`src/rtl/vscale_mul_div_iter.sv`:
```
// Iterative RV32M/RV64M multiply/divide unit: one bit per cycle, shift-add multiply, restoring divide.
// Optional MUL_DIV_EARLY_OUT_EN: zero-operand multiplies and zero-divisor divides bypass the iteration.
module vscale_mul_div_iter #(
  parameter int XPR_LEN = 32,
  parameter int CNT_W   = $clog2(XPR_LEN)
) (
  input  logic               clk,
  input  logic               reset,
  input  logic               req_valid,
  output logic               req_ready,
  input  logic [2:0]         req_op,
  input  logic [XPR_LEN-1:0] req_in_1,
  input  logic [XPR_LEN-1:0] req_in_2,
  input  logic               req_kill,
  output logic               resp_valid,
  input  logic               resp_ready,
  output logic [XPR_LEN-1:0] resp_out
);

  localparam logic [2:0] OP_MUL    = 3'd0;
  localparam logic [2:0] OP_MULH   = 3'd1;
  localparam logic [2:0] OP_MULHSU = 3'd2;
  localparam logic [2:0] OP_MULHU  = 3'd3;
  localparam logic [2:0] OP_DIV    = 3'd4;
  localparam logic [2:0] OP_DIVU   = 3'd5;
  localparam logic [2:0] OP_REM    = 3'd6;
  localparam logic [CNT_W-1:0] CNT_LAST = CNT_W'(XPR_LEN - 1);

  typedef enum logic [1:0] {S_IDLE, S_BUSY, S_FIXUP, S_DONE} state_t;

  state_t                   state_reg, state_next;
  logic [2:0]               op_reg;
  logic [XPR_LEN-1:0]       opnd_reg;
  logic                     neg_reg;
  logic [CNT_W-1:0]         cnt_reg;
  logic [2*XPR_LEN-1:0]     acc_reg;
  logic [XPR_LEN-1:0]       resp_out_reg;

  logic                     accept;
  logic                     sign_1, sign_2;
  logic [XPR_LEN-1:0]       abs_1, abs_2;
  logic                     neg_in;
  logic                     zero_2;
  logic [2*XPR_LEN-1:0]     acc_init;
  logic [XPR_LEN-1:0]       opnd_init;
  logic                     early_out;

  // Operand preparation on the accepting edge
  always_comb begin
    sign_1 = 1'b0;
    sign_2 = 1'b0;
    case (req_op)
      OP_MULH, OP_DIV, OP_REM: begin
        sign_1 = req_in_1[XPR_LEN-1];
        sign_2 = req_in_2[XPR_LEN-1];
      end
      OP_MULHSU: sign_1 = req_in_1[XPR_LEN-1];
      default: ;
    endcase
    abs_1  = sign_1 ? -req_in_1 : req_in_1;
    abs_2  = sign_2 ? -req_in_2 : req_in_2;
    zero_2 = (req_in_2 == {XPR_LEN{1'b0}});

    // A zero divisor leaves the quotient all ones; suppressing negation keeps it that way.
    if (req_op[2] == 1'b0)
      neg_in = sign_1 ^ sign_2;
    else if (req_op[1] == 1'b0)
      neg_in = (sign_1 ^ sign_2) && !zero_2;
    else
      neg_in = sign_1;

    if (req_op[2]) begin
      opnd_init = abs_2;
      acc_init  = {{XPR_LEN{1'b0}}, abs_1};
    end else begin
      opnd_init = abs_1;
      acc_init  = {{XPR_LEN{1'b0}}, abs_2};
    end

`ifdef MUL_DIV_EARLY_OUT_EN
    if (req_op[2])
      early_out = zero_2;
    else
      early_out = (req_in_1 == {XPR_LEN{1'b0}}) || zero_2;
    // Preload the state the full iteration would have reached
    if (early_out)
      acc_init = req_op[2] ? {abs_1, {XPR_LEN{1'b1}}} : {2*XPR_LEN{1'b0}};
`else
    early_out = 1'b0;
`endif
  end

  // One iteration step for each algorithm
  logic [XPR_LEN:0]         mul_sum;
  logic [2*XPR_LEN-1:0]     mul_step;
  logic [XPR_LEN:0]         div_ext;
  logic [XPR_LEN-1:0]       div_diff;
  logic                     div_ge;
  logic [2*XPR_LEN-1:0]     div_step;

  always_comb begin
    mul_sum  = {1'b0, acc_reg[2*XPR_LEN-1:XPR_LEN]}
             + (acc_reg[0] ? {1'b0, opnd_reg} : {(XPR_LEN+1){1'b0}});
    mul_step = {mul_sum, acc_reg[XPR_LEN-1:1]};

    // Partial remainder after the shift can need one extra bit
    div_ext  = acc_reg[2*XPR_LEN-1:XPR_LEN-1];
    div_ge   = (div_ext >= {1'b0, opnd_reg});
    div_diff = div_ext[XPR_LEN-1:0] - opnd_reg;
    div_step = div_ge ? {div_diff, acc_reg[XPR_LEN-2:0], 1'b1}
                      : {div_ext[XPR_LEN-1:0], acc_reg[XPR_LEN-2:0], 1'b0};
  end

  // Sign fix-up and field select
  logic [2*XPR_LEN-1:0]     prod_fix;
  logic [XPR_LEN-1:0]       quo_fix, rem_fix, fix_result;

  always_comb begin
    prod_fix = neg_reg ? -acc_reg : acc_reg;
    quo_fix  = neg_reg ? -acc_reg[XPR_LEN-1:0] : acc_reg[XPR_LEN-1:0];
    rem_fix  = neg_reg ? -acc_reg[2*XPR_LEN-1:XPR_LEN] : acc_reg[2*XPR_LEN-1:XPR_LEN];
    case (op_reg)
      OP_MUL:                       fix_result = prod_fix[XPR_LEN-1:0];
      OP_MULH, OP_MULHSU, OP_MULHU: fix_result = prod_fix[2*XPR_LEN-1:XPR_LEN];
      OP_DIV, OP_DIVU:              fix_result = quo_fix;
      default:                      fix_result = rem_fix;
    endcase
  end

  always_comb begin
    state_next = state_reg;
    req_ready  = (state_reg == S_IDLE) && !req_kill;
    resp_valid = (state_reg == S_DONE);
    accept     = req_valid && req_ready;
    case (state_reg)
      S_IDLE:  if (accept) state_next = early_out ? S_FIXUP : S_BUSY;
      S_BUSY:  if (cnt_reg == {CNT_W{1'b0}}) state_next = S_FIXUP;
      S_FIXUP: state_next = S_DONE;
      S_DONE:  if (resp_ready) state_next = S_IDLE;
      default: state_next = S_IDLE;
    endcase
    if (req_kill)
      state_next = S_IDLE;
  end

  always_ff @(posedge clk or negedge reset) begin
    if (!reset)
      state_reg <= S_IDLE;
    else
      state_reg <= state_next;
  end

  always_ff @(posedge clk or negedge reset) begin
    if (!reset) begin
      op_reg       <= 3'd0;
      opnd_reg     <= {XPR_LEN{1'b0}};
      neg_reg      <= 1'b0;
      cnt_reg      <= {CNT_W{1'b0}};
      acc_reg      <= {2*XPR_LEN{1'b0}};
      resp_out_reg <= {XPR_LEN{1'b0}};
    end else begin
      if (accept) begin
        op_reg   <= req_op;
        opnd_reg <= opnd_init;
        neg_reg  <= neg_in;
        cnt_reg  <= CNT_LAST;
        acc_reg  <= acc_init;
      end else if (state_reg == S_BUSY && !req_kill) begin
        acc_reg <= op_reg[2] ? div_step : mul_step;
        cnt_reg <= cnt_reg - CNT_W'(1);
      end
      if (state_reg == S_FIXUP && !req_kill)
        resp_out_reg <= fix_result;
    end
  end

  assign resp_out = resp_out_reg;

endmodule
```
`config.mk`:
```
export PLATFORM = sky130hd
export DESIGN_NAME = vscale_mul_div_iter
export DESIGN_NICKNAME = d
export VERILOG_FILES = /design/src/rtl/vscale_mul_div_iter.sv
export SDC_FILE = /design/constraint.sdc
export NUM_CORES = 1
export LEC_CHECK = 0
export BUFFER_PORTS_ARGS = -buffer_cell sky130_fd_sc_hd__buf_4
export CAP_MARGIN = 15
export CORE_ASPECT_RATIO = 1.5
export CORE_MARGIN = 3
export CORE_UTILIZATION = 60
export DETAILED_ROUTE_END_ITERATION = 10
export GPL_ROUTABILITY_DRIVEN = 0
export PLACE_DENSITY = 0.78
export SYNTH_ARGS = -nofsm -noshare
export SYNTH_HDL_FRONTEND = slang
export SYNTH_SLANG_ARGS = --single-unit
```
`constraint.sdc`:
```
create_clock -name clk -period 6.7 [get_ports clk]
set_input_delay 1.675 -clock clk [delete_from_list [all_inputs] [get_ports clk]]
set_output_delay 1.675 -clock clk [all_outputs]
set_load 0.01 [all_outputs]
```
==> results.cfg <==
[synth]
avgSynthCellArea_um2 = 7.47
synth_cells = 1913
yosysTopAreaCellShare = 0.243
synth_area_um2 = 14300
synth-main-ff-cell = dfrtp_1
synthArstFlopShare = 1.00
synth_seq_cells = 139
synth.largest_area_cell = dfrtp_1
synthesis.nets = 2062
ys.warnings.count = 0
synthTopCellsByArea = dfrtp_1 24%, o21ai_0 6.7%, ha_1 6.6%, nand2_1 5.9%, xnor2_1 5.9%
synth_edf_count = 0
yosysUniqueCellTypes = 75
synth.yosys.seq_area_share = 0.243

[global_route]
met2_usage = 0.597
grt_pass1_wl_um = 74700
grtUsageTotal = 0.362
grt_util_met3 = 0.0580
globalRouteMet1Util = 0.429
first_global_vias = 13873
grt_max_degree = 96
grt_overflow = 0
antenna_found_initial = 0
grt_busiest_layer = met2

[cts]
cts-resized-gates = 0
cts_max_level = 4
cts.sinks = 139
cts_setup_buffers = 0
numCtsBuffers = 17
cts_tree = built
clk_pin_slew_ns = 0.07
clkLatencyLatePin_ns = 0.45
root_buffer = clkbuf_16
cts_max_path_buffers = 2
ctsHoldBuffers = 0

[run]
max_cap_violations = 0

[die]
die_y_um = 195
fp-row-count = 68
die_area_um2 = 25700
pin_count = 106
initial_core_util = 0.615
fp.dieW_um = 132
core-area_um2 = 23200

[place]
portBuffers = 105
hpwlAfterDp_um = 35600

[timing]
min_period_over_period = 0.653
tns_ns = 0
finalHoldViolCount = 0
fmax_mhz = 229
fin_skew_ns = 0.0126
worst_pin_slew_ns = 1.09
setup_viol = 0
max-slew-margin-rel = 0.273
rsz0062_at_grt = false
holdWs_ns = 0.481
finalMaxSlewViolations = 0
post-route-min-period_ns = 4.38

[detailed_routing]
dr.pass1.iters = 6
ant_nets = 0
routed_wirelength_um = 47600
route.detailed.drc = 0
avgRoutedWirePerCell_um = 21.2
drt-vias-per-instance = 6.60
vias = 14810
dr.first_iter.drc_count = 1590

[pwr]
p_total_mw = 8.52
ir_worst_vdd_mv = 0.322
p_per_area_nw_per_um2 = 545
leakage_nw = 6.71

[critical_path]
slowest_delay_ns = 0.81
path_cells = inv_1 -> nor2_1 -> ha_1 -> o211a_1 -> o31ai_1 -> a211oi_1 -> nor2_1 -> o31ai_1 -> a41oi_1 -> xnor2_1 -> nor2_1 -> o31ai_1
required_ns = 7.03
crit_slowest_cell = inv_1
crit_path_max_fanout = 31
path_buf_inv = 1
criticalPathCategory = flop to flop
crit_path_start_kind = flop
crit_arrival_ns = 4.71
crit_family = compound AO/OA/AOI/OAI gates
end_kind = flop

[cells_and_area]
largest_reg_flops = 64
fin_nets = 2065
diodes = 0
fillCellCount = 2065
synthToLayoutAreaGrowth_pct = 9.37
drive_above_1_share = 0.0990

[worst_hold_path]
hp-class = flop to flop

[outcome]
status = completed
==> cell families (layout without fill, tap and decap cells) <==
group                    Yosys count  in the layout  synth area share
flip-flops                       139            139             0.243
XOR/XNOR                         183            183             0.112
adder cells (fa/ha/maj)           77             77            0.0685
AO/OA/AOI/OAI                    658            658             0.287
buffers and inverters            206            222            0.0559
multiplexers                      52             52            0.0370
AND/OR/NAND/NOR                  598            598             0.196
==> worst paths after layout <==
check | end | cells after the start | slack [ns] | from
min in group asynchronous | cnt_reg[4] | 1 | 1.33 | reset
worst min register to register | opnd_reg[6] | 2 | 0.48 | opnd_reg[6]
worst min-delay path | opnd_reg[6] | 2 | 0.48 | opnd_reg[6]
max in group asynchronous | opnd_reg[19] | 2 | 4.19 | reset
worst max-delay path | acc_reg[59] | 12 | 2.32 | acc_reg[0]
worst max register to register | acc_reg[59] | 12 | 2.32 | acc_reg[0]
==> where the power goes <==
group | internal [mW] | leakage (nW) | switching, mW
Sequential | 1.21 | 1.73 | 0.618
Clock | 0.518 | 0.255 | 0.406
Combinational | 2.19 | 4.72 | 3.58
Total | 3.91 | 6.71 | 4.60
==> cells in the final DEF (no fill, tap or decap), types with 23 or more instances in the layout <==
master    instances
a21oi_1         165
o221ai_1         23
ha_1             75
nand3_1          29
buf_4           121
inv_1            67
dfrtp_1         137
o31ai_1          37
xor2_1           87
o21ai_0         192
mux2i_1          45
nor2_1          163
o211ai_1         53
nand2_1         224
a21o_1           32
xnor2_1          96
nor3_1           34
==> stage by stage <==
step / instances / cell area (um2) / worst slack [ns] / utilization
CTS: 2243 / 15600 / 2.43 / 0.672
global route: 2244 / 15600 / 2.10 / 0.673
floorplan: 1913 / 14300 / 2.76 / -
finish: 2244 / 15600 / 2.32 / 0.673
global placement: 2211 / 15100 / 2.25 / 0.649
detailed placement: 2211 / 15100 / 2.21 / 0.649
==> worst register-to-register path: stages (launching register included) <==
cell and delay (ns):
dfrtp_1 0.45, inv_1 0.82, nor2_1 0.16, ha_1 0.45, o211a_1 0.19, o31ai_1 0.17
a211oi_1 0.34, nor2_1 0.17, o31ai_1 0.63, a41oi_1 0.29, xnor2_1 0.22, nor2_1 0.06
o31ai_1 0.32
==> layout make-up <==
type                    count  area, um2  area share
multi-input cells        1568      10000       0.642
flip-flops and latches    139       3480       0.223
repair buffers            122        920      0.0589
clock buffers              21        450      0.0288
well taps                 315        394      0.0252
inverters                  68        255      0.0163
clock inverters            11       96.3     0.00617
==> synth_stat cells, types with 18 or more instances <==
master / count
inv_1: 67
mux2i_1: 45
dfrtp_1: 139
a21oi_1: 165
o211ai_1: 53
o22ai_1: 20
a31oi_1: 18
or3_1: 18
xnor2_1: 96
o41ai_1: 18
nand2_1: 225
xor2_1: 87
nand4_1: 20
nor3_1: 34
a21o_1: 32
o221ai_1: 23
nand3_1: 29
clkbuf_1: 120
o31ai_1: 37
nor2_1: 165
ha_1: 75
o21ai_0: 192
==> metal layers <==
layer / routed length, um / part of all wire
met1: 17700 / 0.37
met2: 22400 / 0.47
met3: 3610 / 0.076
met4: 3940 / 0.083
met5: 0 / 0
No activity file was read; power rests on OpenSTA's default activity.
